==> config.mk <==
export PLATFORM = sky130hd
export DESIGN_NAME = cpu_sequencer
export DESIGN_NICKNAME = d
export VERILOG_FILES = /design/src/rtl/cpu_pkg.sv /design/src/rtl/seq_regfile.sv /design/src/rtl/cpu_sequencer.sv
export SDC_FILE = /design/constraint.sdc
export NUM_CORES = 1
export LEC_CHECK = 0
export CAP_MARGIN = 20
export CELL_PAD_IN_SITES_DETAIL_PLACEMENT = 1
export CELL_PAD_IN_SITES_GLOBAL_PLACEMENT = 1
export CORE_ASPECT_RATIO = 1.25
export CORE_MARGIN = 2
export CORE_UTILIZATION = 53
export DETAILED_ROUTE_END_ITERATION = 12
export DONT_BUFFER_PORTS = 1
export GPL_TIMING_DRIVEN = 0
export PLACE_DENSITY = 0.95
export REMOVE_ABC_BUFFERS = 1
export SLEW_MARGIN = 0
export SYNTH_ARGS = -nofsm -noshare
export SYNTH_HDL_FRONTEND = slang
export SYNTH_SLANG_ARGS = --single-unit
==> constraint.sdc <==
create_clock -name clk -period 3.55 [get_ports clk]
set_input_delay 0.355 -clock clk [delete_from_list [all_inputs] [get_ports clk]]
set_output_delay 0.355 -clock clk [all_outputs]
set_load 0.005 [all_outputs]
==> src/rtl/cpu_pkg.sv <==
// cpu_pkg: shared definitions for the cpu_sequencer slice.
//   - opcode encoding (instruction bits [7:5])
//   - FSM state encoding for cpu_sequencer
//   - instruction word layout
//   - WAIT timeout limit, used when SEQ_TIMEOUT_EN is defined
package cpu_pkg;

  localparam int DATA_W = 8;

  // Cycles allowed in WAIT before the sequencer gives up on alu_done.
  localparam int TIMEOUT_LIMIT = 16;
  localparam int TIMEOUT_CNT_W = $clog2(TIMEOUT_LIMIT);
  localparam logic [TIMEOUT_CNT_W-1:0] TIMEOUT_LAST = TIMEOUT_CNT_W'(TIMEOUT_LIMIT - 1);

  typedef enum logic [2:0] {
    OP_ADD = 3'b000,
    OP_SUB = 3'b001,
    OP_AND = 3'b010,
    OP_OR  = 3'b011,
    OP_XOR = 3'b100,
    OP_MUL = 3'b101,
    OP_DIV = 3'b110,
    OP_CMP = 3'b111
  } opcode_t;

  typedef enum logic [2:0] {
    S_IDLE   = 3'd0,
    S_FETCH  = 3'd1,
    S_DECODE = 3'd2,
    S_EXEC   = 3'd3,
    S_WAIT   = 3'd4,
    S_WB     = 3'd5
  } state_t;

  typedef struct packed {
    opcode_t    op;
    logic [1:0] rd;
    logic [1:0] rs;
    logic       last;
  } instr_t;

  // mul and div are handed to the external ALU and completed by alu_done.
  function automatic logic is_multicycle(opcode_t op);
    return (op == OP_MUL) || (op == OP_DIV);
  endfunction

endpackage

==> src/rtl/seq_regfile.sv <==
// seq_regfile: 4 x DATA_W register file.
//   clk, rst_n          : clock, synchronous active-low reset (clears all registers)
//   we, waddr, wdata    : single synchronous write port
//   raddr_a / rdata_a   : combinational read port (destination operand)
//   raddr_b / rdata_b   : combinational read port (source operand)
//   dbg_addr/dbg_rdata  : combinational debug read port
module seq_regfile
  import cpu_pkg::*;
(
  input  logic              clk,
  input  logic              rst_n,
  input  logic              we,
  input  logic [1:0]        waddr,
  input  logic [DATA_W-1:0] wdata,
  input  logic [1:0]        raddr_a,
  input  logic [1:0]        raddr_b,
  input  logic [1:0]        dbg_addr,
  output logic [DATA_W-1:0] rdata_a,
  output logic [DATA_W-1:0] rdata_b,
  output logic [DATA_W-1:0] dbg_rdata
);

  logic [DATA_W-1:0] regs [4];

  always_ff @(posedge clk) begin
    if (!rst_n) begin
      for (int i = 0; i < 4; i++) regs[i] <= '0;
    end else if (we) begin
      regs[waddr] <= wdata;
    end
  end

  assign rdata_a   = regs[raddr_a];
  assign rdata_b   = regs[raddr_b];
  assign dbg_rdata = regs[dbg_addr];

endmodule

==> src/rtl/cpu_sequencer.sv <==
// cpu_sequencer: multi-cycle micro-sequencer driving an external ALU.
//   clk, rst_n            : clock, synchronous active-low reset
//   start, abort          : begin a program at pc=0 / return to IDLE at once
//   imem_addr, imem_rdata : instruction memory (1-cycle synchronous read)
//   alu_sel/a/b, alu_result, alu_start, alu_done : external ALU handshake
//   cfg_we/addr/wdata     : register preload, honored only while idle
//   dbg_addr, dbg_rdata   : combinational register read-back
//   busy, done, flag, err, pc : status
// Build option: define SEQ_TIMEOUT_EN to abort a WAIT that lasts
// TIMEOUT_LIMIT cycles and raise the sticky err flag; otherwise WAIT
// waits indefinitely and err stays 0.
module cpu_sequencer
  import cpu_pkg::*;
(
  input  logic              clk,
  input  logic              rst_n,
  input  logic              start,
  input  logic              abort,
  output logic [7:0]        imem_addr,
  input  logic [7:0]        imem_rdata,
  output logic [2:0]        alu_sel,
  output logic [DATA_W-1:0] alu_a,
  output logic [DATA_W-1:0] alu_b,
  input  logic [DATA_W-1:0] alu_result,
  output logic              alu_start,
  input  logic              alu_done,
  input  logic              cfg_we,
  input  logic [1:0]        cfg_addr,
  input  logic [DATA_W-1:0] cfg_wdata,
  input  logic [1:0]        dbg_addr,
  output logic [DATA_W-1:0] dbg_rdata,
  output logic              busy,
  output logic              done,
  output logic              flag,
  output logic              err,
  output logic [7:0]        pc
);

  state_t            state;
  instr_t            ir;
  instr_t            fetched;
  logic [DATA_W-1:0] result;
  logic [1:0]        rd_sel, rs_sel;
  logic [DATA_W-1:0] rd_data, rs_data;
  logic              rf_we;
  logic [1:0]        rf_waddr;
  logic [DATA_W-1:0] rf_wdata;
`ifdef SEQ_TIMEOUT_EN
  logic [TIMEOUT_CNT_W-1:0] wait_cnt;
`endif

  assign fetched   = instr_t'(imem_rdata);
  assign imem_addr = pc;
  assign busy      = (state != S_IDLE);

  // During DECODE the read ports follow the word arriving from memory, so
  // the operands can be registered straight onto alu_a/alu_b for EXEC.
  assign rd_sel = (state == S_DECODE) ? fetched.rd : ir.rd;
  assign rs_sel = (state == S_DECODE) ? fetched.rs : ir.rs;

  // One write port shared by the idle-time preload and the writeback.
  always_comb begin
    rf_we    = 1'b0;
    rf_waddr = ir.rd;
    rf_wdata = result;
    if (state == S_IDLE && cfg_we) begin
      rf_we    = 1'b1;
      rf_waddr = cfg_addr;
      rf_wdata = cfg_wdata;
    end else if (state == S_WB && !abort && ir.op != OP_CMP) begin
      rf_we = 1'b1;
    end
  end

  seq_regfile u_regfile (
    .clk       (clk),
    .rst_n     (rst_n),
    .we        (rf_we),
    .waddr     (rf_waddr),
    .wdata     (rf_wdata),
    .raddr_a   (rd_sel),
    .raddr_b   (rs_sel),
    .dbg_addr  (dbg_addr),
    .rdata_a   (rd_data),
    .rdata_b   (rs_data),
    .dbg_rdata (dbg_rdata)
  );

  always_ff @(posedge clk) begin
    if (!rst_n) begin
      state     <= S_IDLE;
      pc        <= '0;
      ir        <= '0;
      result    <= '0;
      done      <= 1'b0;
      flag      <= 1'b0;
      err       <= 1'b0;
      alu_start <= 1'b0;
      alu_sel   <= '0;
      alu_a     <= '0;
      alu_b     <= '0;
`ifdef SEQ_TIMEOUT_EN
      wait_cnt  <= '0;
`endif
    end else begin
      done      <= 1'b0;
      alu_start <= 1'b0;
      if (abort) begin
        state   <= S_IDLE;
        alu_sel <= '0;
        alu_a   <= '0;
        alu_b   <= '0;
      end else begin
        case (state)
          S_IDLE: begin
            if (start) begin
              pc    <= '0;
              err   <= 1'b0;
              state <= S_FETCH;
            end
          end
          // imem_addr=pc is presented here; data is valid in DECODE.
          S_FETCH: state <= S_DECODE;
          // Operands and alu_start are registered so they are valid in EXEC.
          S_DECODE: begin
            ir        <= fetched;
            alu_sel   <= fetched.op;
            alu_a     <= rd_data;
            alu_b     <= rs_data;
            alu_start <= is_multicycle(fetched.op);
            state     <= S_EXEC;
          end
          S_EXEC: begin
            if (is_multicycle(ir.op)) begin
              state <= S_WAIT;
`ifdef SEQ_TIMEOUT_EN
              wait_cnt <= '0;
`endif
            end else begin
              result  <= alu_result;
              alu_sel <= '0;
              alu_a   <= '0;
              alu_b   <= '0;
              state   <= S_WB;
            end
          end
          // Operands stay put until the ALU reports completion.
          S_WAIT: begin
            if (alu_done) begin
              result  <= alu_result;
              alu_sel <= '0;
              alu_a   <= '0;
              alu_b   <= '0;
              state   <= S_WB;
            end
`ifdef SEQ_TIMEOUT_EN
            else if (wait_cnt == TIMEOUT_LAST) begin
              err     <= 1'b1;
              alu_sel <= '0;
              alu_a   <= '0;
              alu_b   <= '0;
              state   <= S_IDLE;
            end else begin
              wait_cnt <= wait_cnt + 1'b1;
            end
`endif
          end
          // Register write happens through the shared write port this cycle.
          S_WB: begin
            pc <= pc + 8'd1;
            if (ir.op == OP_CMP) flag <= result[0];
            if (ir.last) begin
              done  <= 1'b1;
              state <= S_IDLE;
            end else begin
              state <= S_FETCH;
            end
          end
          default: state <= S_IDLE;
        endcase
      end
    end
  end

endmodule

==> run summary, run 1 <==
================================================================================
Flip-flop cell with the highest count after synthesis                    dfxtp_1
Endpoints failing hold                                                         0
Smallest setup slack after layout                                       0.232 ns
Depth of the most critical reg-to-reg path                                     4
Proportion of power drawn by flip-flops and latches                        54.4%
Synth Cell Area                                                         3960 um2
Residual antenna-violating net count after detailed routing                    0
Comb power frac                                                             7.0%
Leading cell types in the layout, fill and taps excluded            48 x dfxtp_1, 43 x nor2_1, 42 x mux2i_1
Global Route Usage Sum                                                     27.2%
Die area                                                                8190 um2
Fraction of synthesized cell area in xor and xnor cells                   0.663%
Largest family of logic cells by synthesized area                   multiplexers
Share of the synthesized area in compound gates (AO/OA/AOI/OAI)            11.6%
Max stage delay on crit path                                             0.89 ns
Initial Util                                                               54.2%
CP cell instances                                                   nor4b_4, mux2_2, or4b_1, nand2_1
Tightest hold margin                                                    0.115 ns
Maximum ir drop on the vdd rail                                           223 uV
End of the worst register-to-register path                          u_regfile.regs[2][4]
Final layout net count                                                       391
Leading cell type in the layout, fill and taps excluded                  dfxtp_1
Clock Latency Late Sink                                                  0.36 ns
Max-slew headroom at the worst pin                                         34.3%
Number of instances in the synthesized netlist                               374
Fill count                                                                   768
Cts bufs inserted                                                              9
Clock power frac                                                           38.6%
Area grow syn2layout                                                       4.51%
Syn avg cell area                                                       10.6 um2
Category of the critical setup timing path                          flop to flop
Wirelength, routed                                                      10500 um
Initial DRT Pass Iterations                                                    4
Fraction of synthesized area in multiplexers                               17.1%
Placed inst area                                                        3920 um2
Number of buffers inserted by post-CTS setup repair                            0
Root buffer selected by CTS                                             clkbuf_8
WL per Instance                                                          23.2 um
Number of clock sinks seen by CTS                                             80
Total Negative Setup Slacks                                                 0 ns
Ports placed on the boundary                                                  82
Antenna diode count                                                            0
Cell taking the most area after synthesis                                dfxtp_1
Crit path capture type                                                      flop
CTS H-tree depth                                                               3
Leakage power summed over all cells                                      1.58 nW
Post-DP HPWL                                                             7740 um
Critical path launch point type                                             flop
Final worst path period share                                              93.5%
Standard cell with the maximum stage delay on the critical path          nor4b_4
Setup Skew                                                             0.0186 ns
First-pass GRT wire length                                              16700 um
Clock-pin transition on the worst setup and hold timing paths            0.09 ns
Top-area cell type share of the netlist area                               24.2%
Register-to-register setup slack                                         0.23 ns
Average vias per placed instance                                            6.52
Worst reg2reg startpoint                                                state[0]
Overall die width                                                        81.4 um
Count of vias placed by the detailed router                                 2954
Pins Over Slew Limit                                                           0
Count of final setup violators                                                 0
Power density over the cells                                          446 nW/um2
Fmax achieved                                                          0.301 GHz
Height of the die                                                         101 um
Launch point of the worst hold path                                 imem_rdata[7]
Number of antenna violations at the first check in global routing              0
Unrepaired setup endpoints after global routing                            false
Hold-fix buffers at CTS                                                        0
Std-Cell Core Area                                                      7310 um2
Shortest period the worst path allows                                    3.32 ns
Residual DRC count                                                             0
Fraction of layout instances using a drive strength above 1                14.4%
Area share of fa/ha/maj cells after synthesis                             0.316%
Switch share                                                               24.6%
Pre-CTS worst setup slack                                               0.230 ns
Worst Hold Path EP                                                     alu_start
# rows                                                                        35
Switching component of the power                                      0.000454 W
Ys async rst share                                                            0%
Count of port buffers added during placement                                   0
Total non-filler cell area in the finished layout                       4140 um2
Max-capacitance violation count                                                0
Top cells by area in the synthesized netlist                        dfxtp_1 24%, edfxtp_1 24%, mux2i_1 11%
EDFF count, synth                                                             32
Buffer depth of the longest clock path                                         2
CTS tree                                                                     yes
Sequential fraction of the synthesis area                                  48.5%
Data required time at the worst endpoint                                 3.57 ns
Type of the tightest min-delay check                                primary input to flop
Via count of the first global-routing pass                                  3288
Worst hold path depth                                                          2
Number of library cell types mapped by synthesis                              48
Number of synthesized register bits                                           80
Residual overflow from global routing                                          0
Slew at the pin closest to its max-slew limit                           0.981 ns
Simple-Gate Fraction of Synth Area                                         16.8%
Internal power consumption                                             0.00139 W
Status                                                              finished clean
Post-CTS resize count                                                          0
Critical Path Fanout Max                                                      17
Detailed router's first-iteration violation count                            155
Number of warnings issued by yosys                                             0
Pin count of the biggest net entering global routing                          26
RePlAce Congestion                                                         0.815
Critical path arrival                                                    3.33 ns
================================================================================
worst max-delay path: cells and delay by family (launching register included):
family | cells | cell delay (ns)
AND/OR/NAND/NOR | 3 | 2.03
multiplexers | 1 | 0.45
flip-flops | 1 | 0.51
metrics by stage:
step | instances | utilization [%] | power (W)
finish | 453 | 56.6 | 0.00185
global route | 453 | 56.6 | 0.00190
CTS | 452 | 56.5 | 0.00185
detailed placement | 436 | 53.6 | 0.00115
global placement | 434 | 53.3 | 0.00114
floorplan | 342 | - | 0.00111
Yosys cell counts (all sizes together), types with 2 or more instances:
cell type and instances:
nor2 51, dfxtp 48, mux2i 44, edfxtp 32, nand3 27, nand2 26
a21oi 25, buf 20, o221ai 17, clkbuf 12, a21bo 8, mux4 8
o21ai 8, nor3 6, or3 4, a32oi 3, inv 3, mux2 3
nand2b 3, nand4 2, nand4bb 2, or3b 2, xnor2 2
state kept, by name (all words and copies together) (netlist names):
signal / flops
ir: 7
u_regfile.regs: 32
alu_start: 1
result: 8
imem_addr: 8
flag: 1
state: 3
done: 1
alu_sel: 3
alu_a: 8
alu_b: 8
kinds of logic after synthesis:
| kind of cell | count (synthesis) |
|---|---|
| mux | 55 |
| flops | 80 |
| simple gates | 132 |
| xor+xnor | 3 |
| buf+inv | 36 |
| fa+ha+maj | 1 |
| other cells | 1 |
| compound gates | 66 |
worst max path at each step:
| stage | start | endpoint | depth (start not counted) |
|---|---|---|---|
| final | state[0] | u_regfile.regs[2][4] | 4 |
| after global routing | state[0] | u_regfile.regs[2][4] | 4 |
| after CTS | state[0] | u_regfile.regs[2][1] | 4 |
| after detailed placement | state[0] | u_regfile.regs[2][4] | 4 |
| after global placement | state[0] | u_regfile.regs[2][1] | 4 |
| after floorplan | state[0] | u_regfile.regs[2][0] | 4 |
metal layers:
layer  global-route usage, %  wire length (um)  vias to the layer above  part of all wire, %
met4                    16.3               333                        0                  3.2
met3                    7.35               740                       30                  7.1
met5                       0                 0                        -                    0
met1                    29.1              3980                     1471                   38
met2                    46.9              5440                      113                   52
li1                        -                 -                     1340                    -
power by group through the flow:
stage                     Sequential [W]  Combinational (W)  Clock, W
final                            0.00101           0.000129  0.000712
after global routing             0.00101           0.000140  0.000755
after CTS                        0.00100           0.000129  0.000718
after detailed placement         0.00103           0.000128         0
after global placement           0.00102           0.000118         0
after floorplan                  0.00101          0.0000987         0
area by class of cell:
type / instances / area, um2 / area share, %
Clock buffer: 12 / 188 / 4.53
Tap cell: 92 / 115 / 2.78
Sequential cell: 80 / 1920 / 46.4
Clock inverter: 4 / 31.3 / 0.755
Timing Repair Buffer: 3 / 22.5 / 0.544
Inverter: 4 / 15.0 / 0.362
Multi-Input combinational cell: 258 / 1850 / 44.6
Note: power is estimated with default switching activity, not from simulation.
==> run 2: changes to the inputs <==
MAX_ROUTING_LAYER = met4   (was unset)
==> run summary, run 2 (same netlist as run 1, synthesis figures left out) <==
================================================================================
Height of the die                                                         101 um   unchanged
Shortest period the worst path allows                                    3.32 ns   +0.00515 ns
Clock-pin transition on the worst setup and hold timing paths            0.09 ns   about the same
Total Negative Setup Slacks                                                 0 ns   unchanged
Residual DRC count                                                             0   unchanged
Placed inst area                                                        3920 um2   unchanged
Top register by number of flip-flops                                u_regfile.regs
Leading cell type in the layout, fill and taps excluded                  dfxtp_1
# rows                                                                        35   unchanged
Area grow syn2layout                                                       4.51%   unchanged
Root buffer selected by CTS                                             clkbuf_8
Ports placed on the boundary                                                  82   unchanged
Hold-fix buffers at CTS                                                        0   unchanged
Status                                                              finished clean
CTS tree                                                                     yes
Residual antenna-violating net count after detailed routing                    0   unchanged
Maximum ir drop on the vdd rail                                           224 uV   +0.31%
Count of vias placed by the detailed router                                 2943   -0.37%
Detailed router's first-iteration violation count                            161   +3.9%
Final worst path period share                                              93.6%   +0.15 points
RePlAce Congestion                                                         0.828   +1.5%
Endpoints failing hold                                                         0   unchanged
Critical path arrival                                                    3.34 ns   about the same
Wirelength, routed                                                      10500 um   +0.21%
Pre-CTS worst setup slack                                               0.230 ns   unchanged
Fill count                                                                   768   unchanged
Count of final setup violators                                                 0   unchanged
Total non-filler cell area in the finished layout                       4140 um2   unchanged
Post-DP HPWL                                                             7740 um   unchanged
Data required time at the worst endpoint                                 3.57 ns   about the same
Pins Over Slew Limit                                                           0   unchanged
Average vias per placed instance                                            6.50   -0.37%
Critical path launch point type                                             flop
Leading cell types in the layout, fill and taps excluded            48 x dfxtp_1, 43 x nor2_1, 42 x mux2i_1
Std-Cell Core Area                                                      7310 um2   unchanged
Category of the critical setup timing path                          flop to flop
First-pass GRT wire length                                              16700 um   about the same
Max-slew headroom at the worst pin                                         33.4%   -0.81 points
Initial DRT Pass Iterations                                                    4   unchanged
Global Route Usage Sum                                                     28.0%   +0.77 points
Final layout net count                                                       391   unchanged
Count of port buffers added during placement                                   0   unchanged
Max reg flops                                                                 32   unchanged
Leakage power summed over all cells                                      1.58 nW   unchanged
Crit path capture type                                                      flop
Unrepaired setup endpoints after global routing                            false
Critical Path Fanout Max                                                      17   unchanged
Type of the tightest min-delay check                                primary input to flop
Overall die width                                                        81.4 um   unchanged
Number of buffers inserted by post-CTS setup repair                            0   unchanged
Clock Latency Late Sink                                                  0.36 ns   about the same
Post-CTS resize count                                                          0   unchanged
Cts bufs inserted                                                              9   unchanged
Max-capacitance violation count                                                0   unchanged
Number of clock sinks seen by CTS                                             80   unchanged
Fraction of layout instances using a drive strength above 1                14.4%   unchanged
WL per Instance                                                          23.2 um   +0.21%
Pin count of the biggest net entering global routing                          26   unchanged
Smallest setup slack after layout                                       0.227 ns   -0.00515 ns
Slew at the pin closest to its max-slew limit                           0.993 ns   +0.0121 ns
Buffer depth of the longest clock path                                         2   unchanged
Residual overflow from global routing                                          0   unchanged
Initial Util                                                               54.2%   unchanged
Antenna diode count                                                            0   unchanged
Number of antenna violations at the first check in global routing              0   unchanged
Fmax achieved                                                          0.301 GHz   -0.15%
CTS H-tree depth                                                               3   unchanged
Via count of the first global-routing pass                                  3297   +0.27%
Setup Skew                                                             0.0188 ns   +0.000190 ns
Die area                                                                8190 um2   unchanged
Power density over the cells                                          446 nW/um2   +0.10%
================================================================================
run 2: area by class of cell:
class                   count  area (um2)  area share (%)
clock inverters             4        31.3           0.755
multi-input cells         258        1850            44.6
clock buffers              12         188            4.53
repair buffers              3        22.5           0.544
well taps                  92         115            2.78
flip-flops and latches     80        1920            46.4
inverters                   4        15.0           0.362
run 2: layer usage:
| layer | vias up | part of all wire (%) | GRT usage [%] |
|---|---|---|---|
| met5 | - | 0 | - |
| met2 | 113 | 52 | 46.7 |
| met4 | 0 | 3.1 | 14.7 |
| met3 | 29 | 6.9 | 8.33 |
| li1 | 1336 | - | - |
| met1 | 1465 | 37 | 29.3 |
run 2: critical path: stages (launching register included):
cell and delay [ns]:
dfxtp_1 0.51, nor4b_4 0.89, mux2_2 0.45, or4b_1 0.76, nand2_1 0.38
run 2: worst paths after layout:
path | startpoint | to | slack [ns] | depth (start not counted)
worst max-delay path | state[0] | u_regfile.regs[2][1] | 0.23 | 4
worst max register to register | state[0] | u_regfile.regs[2][1] | 0.23 | 4
worst min register to register | result[6] | result[6] | 0.47 | 2
worst min-delay path | imem_rdata[7] | alu_start | 0.11 | 2
run 2: per-stage QoR:
| stage | cells | hold WS, ns | power [W] | util [%] |
|---|---|---|---|---|
| 4_1_cts | 452 | 0.102 | 0.00185 | 56.5 |
| 3_5_place_dp | 436 | 0.461 | 0.00115 | 53.6 |
| 2_1_floorplan | 342 | 0.436 | 0.00111 | - |
| 3_3_place_gp | 434 | 0.447 | 0.00114 | 53.3 |
| 6_report | 453 | 0.112 | 0.00185 | 56.6 |
| 5_1_grt | 453 | 0.118 | 0.00190 | 56.6 |
run 2: power breakdown:
group | internal [W] | total (W) | switching [W]
sequential | 0.000979 | 0.00100 | 0.0000254
clock | 0.000362 | 0.000715 | 0.000353
combinational | 0.0000520 | 0.000129 | 0.0000772
total | 0.00139 | 0.00185 | 0.000456
==> edit 1, RTL diff (settings of run 1) <==
`DATA_W`: 8 -> 10.
--- a/src/rtl/cpu_pkg.sv
+++ b/src/rtl/cpu_pkg.sv
@@ -5,7 +5,7 @@
 //   - WAIT timeout limit, used when SEQ_TIMEOUT_EN is defined
 package cpu_pkg;
 
-  localparam int DATA_W = 8;
+  localparam int DATA_W = 10;
 
   // Cycles allowed in WAIT before the sequencer gives up on alu_done.
   localparam int TIMEOUT_LIMIT = 16;
Ports: changed (5 resized); port bits go from 82 to 92. The function was not compared with the original's and may differ.
==> edit 1 against run 1 <==
Worst setup slack better by 79 ps; count of clock-buffer cells in the layout decreased by 1; via count rose by 17%; first-iteration DRC count grew 87%; design area grew 18%; area after synthesis up 17%; routed wire length up 20%; critical path type unchanged; clock power up 7.3%; largest cell class unchanged; highest routed layer unchanged; power up 15%; sequential share of layout area is 0.32 points higher; sequential cell count up 14.
==> edit 1: results (changes against run 1) <==
outcome: "complete, no violations"
wl_um: 12580  # +20%
min_from: "imem_rdata[6]"
largest_register_ffs: 40  # +25%
grt_pass1_wl_um: 18980  # +14%
met3_length_um: 885  # +20%
use_met1_pct: 30.39  # +1.2 points
dp_cells: 495  # +14%
dr_wl_met2_um: 6693  # +23%
r2r-start: "state[2]"
cp.arrival_ps: 3250  # -80 ps
hold_end: "alu_sel[1]"
max-vdd-ir-drop_mv: 0.2761  # +24%
synth_compound_area_share_pct: 8.832  # -2.8 points
synthAdderAreaFrac_pct: 0.2709  # -0.045 points
synth.area.top_cells: "edfxtp_1, dfxtp_1, mux2i_1"
wl_met1_um: 4645  # +17%
p_leak_nw: 1.890  # +20%
synth_cell_types: 47  # -2.1%
synth_xor_area_share_pct: 0.5690  # -0.094 points
synth_edf_count: 40  # +25%
grt_start_max_net_pins: 30  # +15%
met2_usage_pct: 46.21  # -0.70 points
synthMuxAreaShare_pct: 19.48  # +2.3 points
cts_resized: 1  # +1
first_global_vias: 3671  # +12%
via_count: 3469  # +17%
drive_gt1_share_pct: 13.46  # -0.94 points
yosysSeqAreaShare_pct: 49.42  # +0.93 points
use_met3_pct: 7.405  # +0.057 points
track_usage_pct: 26.64  # -0.55 points
crit_slowest_cell: "or4b_1"
place.gp.congestion: 0.8271  # +1.4%
final_nets: 450  # +15%
skew_ps: 14.27  # -4.364 ps
maxSlewHeadroom_pct: 26.05  # -8.2 points
-- edit 1: cell count changes after synthesis, moves of 3 or more --
cell	run 1	this run
mux2i_1	42	64
dfxtp_1	48	54
nand3_1	27	5
nand2_1	26	49
a211oi_1	0	3
a32oi_1	3	0
edfxtp_1	32	40
a2bb2oi_1	0	3
a21oi_1	25	13
clkbuf_1	12	20
o221ai_1	17	21
a21bo_2	8	0
nand4_1	2	24
-- edit 1: area by class of cell --
| type | count | area share (%) |
|---|---|---|
| clock inverters | 5 | 1.306 |
| repair buffers | 7 | 1.383 |
| multi-input cells | 294 | 44.56 |
| flip-flops and latches | 94 | 46.71 |
| well taps | 100 | 2.561 |
| clock buffers | 11 | 3.099 |
| inverters | 5 | 0.3841 |
-- edit 1: cells by family (layout without fill, tap and decap cells) --
kind of cell | count (synthesis) | count (layout)
AOI/OAI and AO/OA | 57 | 57
xor gates and xnor gates | 3 | 3
adders and majority gates | 1 | 1
muxes | 77 | 77
and+or+nand+nor | 155 | 155
other | 1 | 1
buffers and inverters | 45 | 28
DFF | 94 | 94
-- edit 1: power by group --
group	internal, W	switching [W]
Clock	0.000370	0.000394
Sequential	0.00116	0.0000287
Combinational	0.0000682	0.0000981
Total	0.00160	0.000521
-- edit 1: stage by stage --
stage | setup slack, ps | cell area, µm² | hold slack (ps) | power [W] | utilization, %
after floorplan | 450.5 | 4422 | 423.4 | 0.001316 | -
after global placement | -172.2 | 4547 | 441.3 | 0.001349 | 53.13
after detailed placement | -186.2 | 4611 | 460.8 | 0.001369 | 53.87
after CTS | 118.9 | 4862 | 102.0 | 0.002113 | 56.81
after global routing | 157.2 | 4886 | 98.22 | 0.002171 | 57.09
final | 311.1 | 4886 | 110.5 | 0.002116 | 57.09
==> edit 2, RTL diff (settings of run 1) <==
Made on the original files. Make the reset (`rst_n`) asynchronous in 2 clocked blocks. Comments in the files are not updated.
--- a/src/rtl/seq_regfile.sv
+++ b/src/rtl/seq_regfile.sv
@@ -22,7 +22,7 @@
 
   logic [DATA_W-1:0] regs [4];
 
-  always_ff @(posedge clk) begin
+  always_ff @(posedge clk or negedge rst_n) begin
     if (!rst_n) begin
       for (int i = 0; i < 4; i++) regs[i] <= '0;
     end else if (we) begin
--- a/src/rtl/cpu_sequencer.sv
+++ b/src/rtl/cpu_sequencer.sv
@@ -86,7 +86,7 @@
     .dbg_rdata (dbg_rdata)
   );
 
-  always_ff @(posedge clk) begin
+  always_ff @(posedge clk or negedge rst_n) begin
     if (!rst_n) begin
       state     <= S_IDLE;
       pc        <= '0;
Formal check against the unedited RTL: differs if rst_n is asserted again (counterexample within 4 cycles, from zero or initial values and one cycle with rst_n low); with rst_n held inactive, the same outputs for 4 cycles.
==> edit 2 against run 1 <==
Design area is 3.1% higher; non-clock buffer count is 4 higher; routed wire length is 3.1% lower; worst setup slack better by 570 ps; highest routed layer unchanged; largest cell class unchanged; critical endpoint is now u_regfile.regs[10]; area after synthesis is 0.41% higher; synthesized cell count is 24% lower; worst hold slack worse by 62 ps; sequential cell count stayed put; sequential share of layout area is 0.50 points higher; critical path depth stayed put.
Power is not compared: it rests on default switching activity, and its combinational part moved more than twofold at a synthesized area within 25%.
==> edit 2: results (changes against run 1) <==
synth_cell_types: 45  # -6.3%
wl_um: 10160  # -3.1%
avgSynthCellArea_um2: 14.01  # +32%
first_global_vias: 2665  # -19%
cts_hold_buf: 2  # +2
dp_worst_setup_slack_ps: 880.5  # +650.8 ps
drt_iter0_drc: 177  # +14%
crit_slowest_cell: "o31ai_2"
rrSetupSlack_ps: 800  # +570 ps
grt_start_max_net_pins: 81  # +210%
cp_slowest_stage_delay_ps: 800  # -90 ps
dpl.hpwl_um: 6937  # -10%
dpl-instance-area_um2: 4020  # +2.7%
ys_async_sr_fraction_pct: 100.0  # +100 points
synth.area.top_cells: "dfrtp_1, mux2_2, mux4_2"
via_count: 2524  # -15%
clk_latency_ps: 360  # about the same
firstDrtPassIters: 4  # unchanged
p_seq_share_pct: 45.1
worstMarginPinSlew_ps: 959.4  # -21.55 ps
synth_compound_area_share_pct: 9.148  # -2.5 points
use_met1_pct: 31.97  # +2.8 points
place.gp.congestion: 0.7248  # -11%
use_met3_pct: 6.183  # -1.2 points
final_nets: 312  # -20%
critPathMaxFanout: 14  # -3
outcome: "complete, no violations"
skew_ps: 11.72  # -6.915 ps
htreeDepth: 3  # unchanged
largest_register_ffs: 32  # unchanged
synthMuxAreaShare_pct: 29.61  # +12 points
path_clk_slew_ps: 80
max-vdd-ir-drop_mv: 0.3943
cts_resized: 0  # unchanged
track_usage_pct: 26.18  # -1.0 points
synth_commonest_cells: "dfrtp_1, mux2_2, mux4_2"
fmax_mhz: 363.6  # +21%
critPathTopFamily: "compound AO/OA/AOI/OAI gates"
grt_pass1_wl_um: 15360  # -7.9%
cts_setup_buffers: 0  # unchanged
synthAdderAreaFrac_pct: 0.3144  # -0.0013 points
fillers: 683  # -11%
synth_xor_area_share_pct: 0.6602  # -0.0027 points
met2_usage_pct: 43.06  # -3.8 points
cp.arrival_ps: 3000  # -330 ps
vias_per_cell: 6.749  # +3.5%
clockBufferDepth: 2  # unchanged
hold_slack_ps: 53.13  # -61.90 ps
dp_cells: 356  # -18%
drive_gt1_share_pct: 38.30  # +24 points
yosysSeqAreaShare_pct: 50.30  # +1.8 points
root_buffer: "clkbuf_8"
-- edit 2: routing by layer --
metal / up-vias / share of wire, %
met2: 106 / 52
met5: - / 0
met1: 1338 / 38
met3: 20 / 7.1
li1: 1060 / -
met4: 0 / 2.6
-- edit 2: final timing paths --
check	start	end	depth (start not counted)
worst max-delay path	state[0]	u_regfile.regs[10]	4
worst min-delay path	abort	state[1]	1
worst max register to register	state[0]	u_regfile.regs[10]	4
worst min register to register	result[4]	result[4]	1
max in group asynchronous	rst_n	alu_start	2
min in group asynchronous	rst_n	imem_addr[0]	2
-- edit 2: area by class of cell --
type	instances	area [µm²]	area share [%]
Clock buffer	10	127.6	2.989
Clock inverter	6	83.83	1.964
Inverter	3	11.26	0.2638
Multi-Input combinational cell	176	1829	42.85
Sequential cell	80	2002	46.89
Tap cell	92	115.1	2.696
Timing Repair Buffer	7	100.1	2.345
-- edit 2: worst register-to-register path, delay by kind of cell, from the launching register on --
kind	cells	cell delay [ps]
compound gates	1	800
simple gates	2	770
flops	1	630
mux	1	430
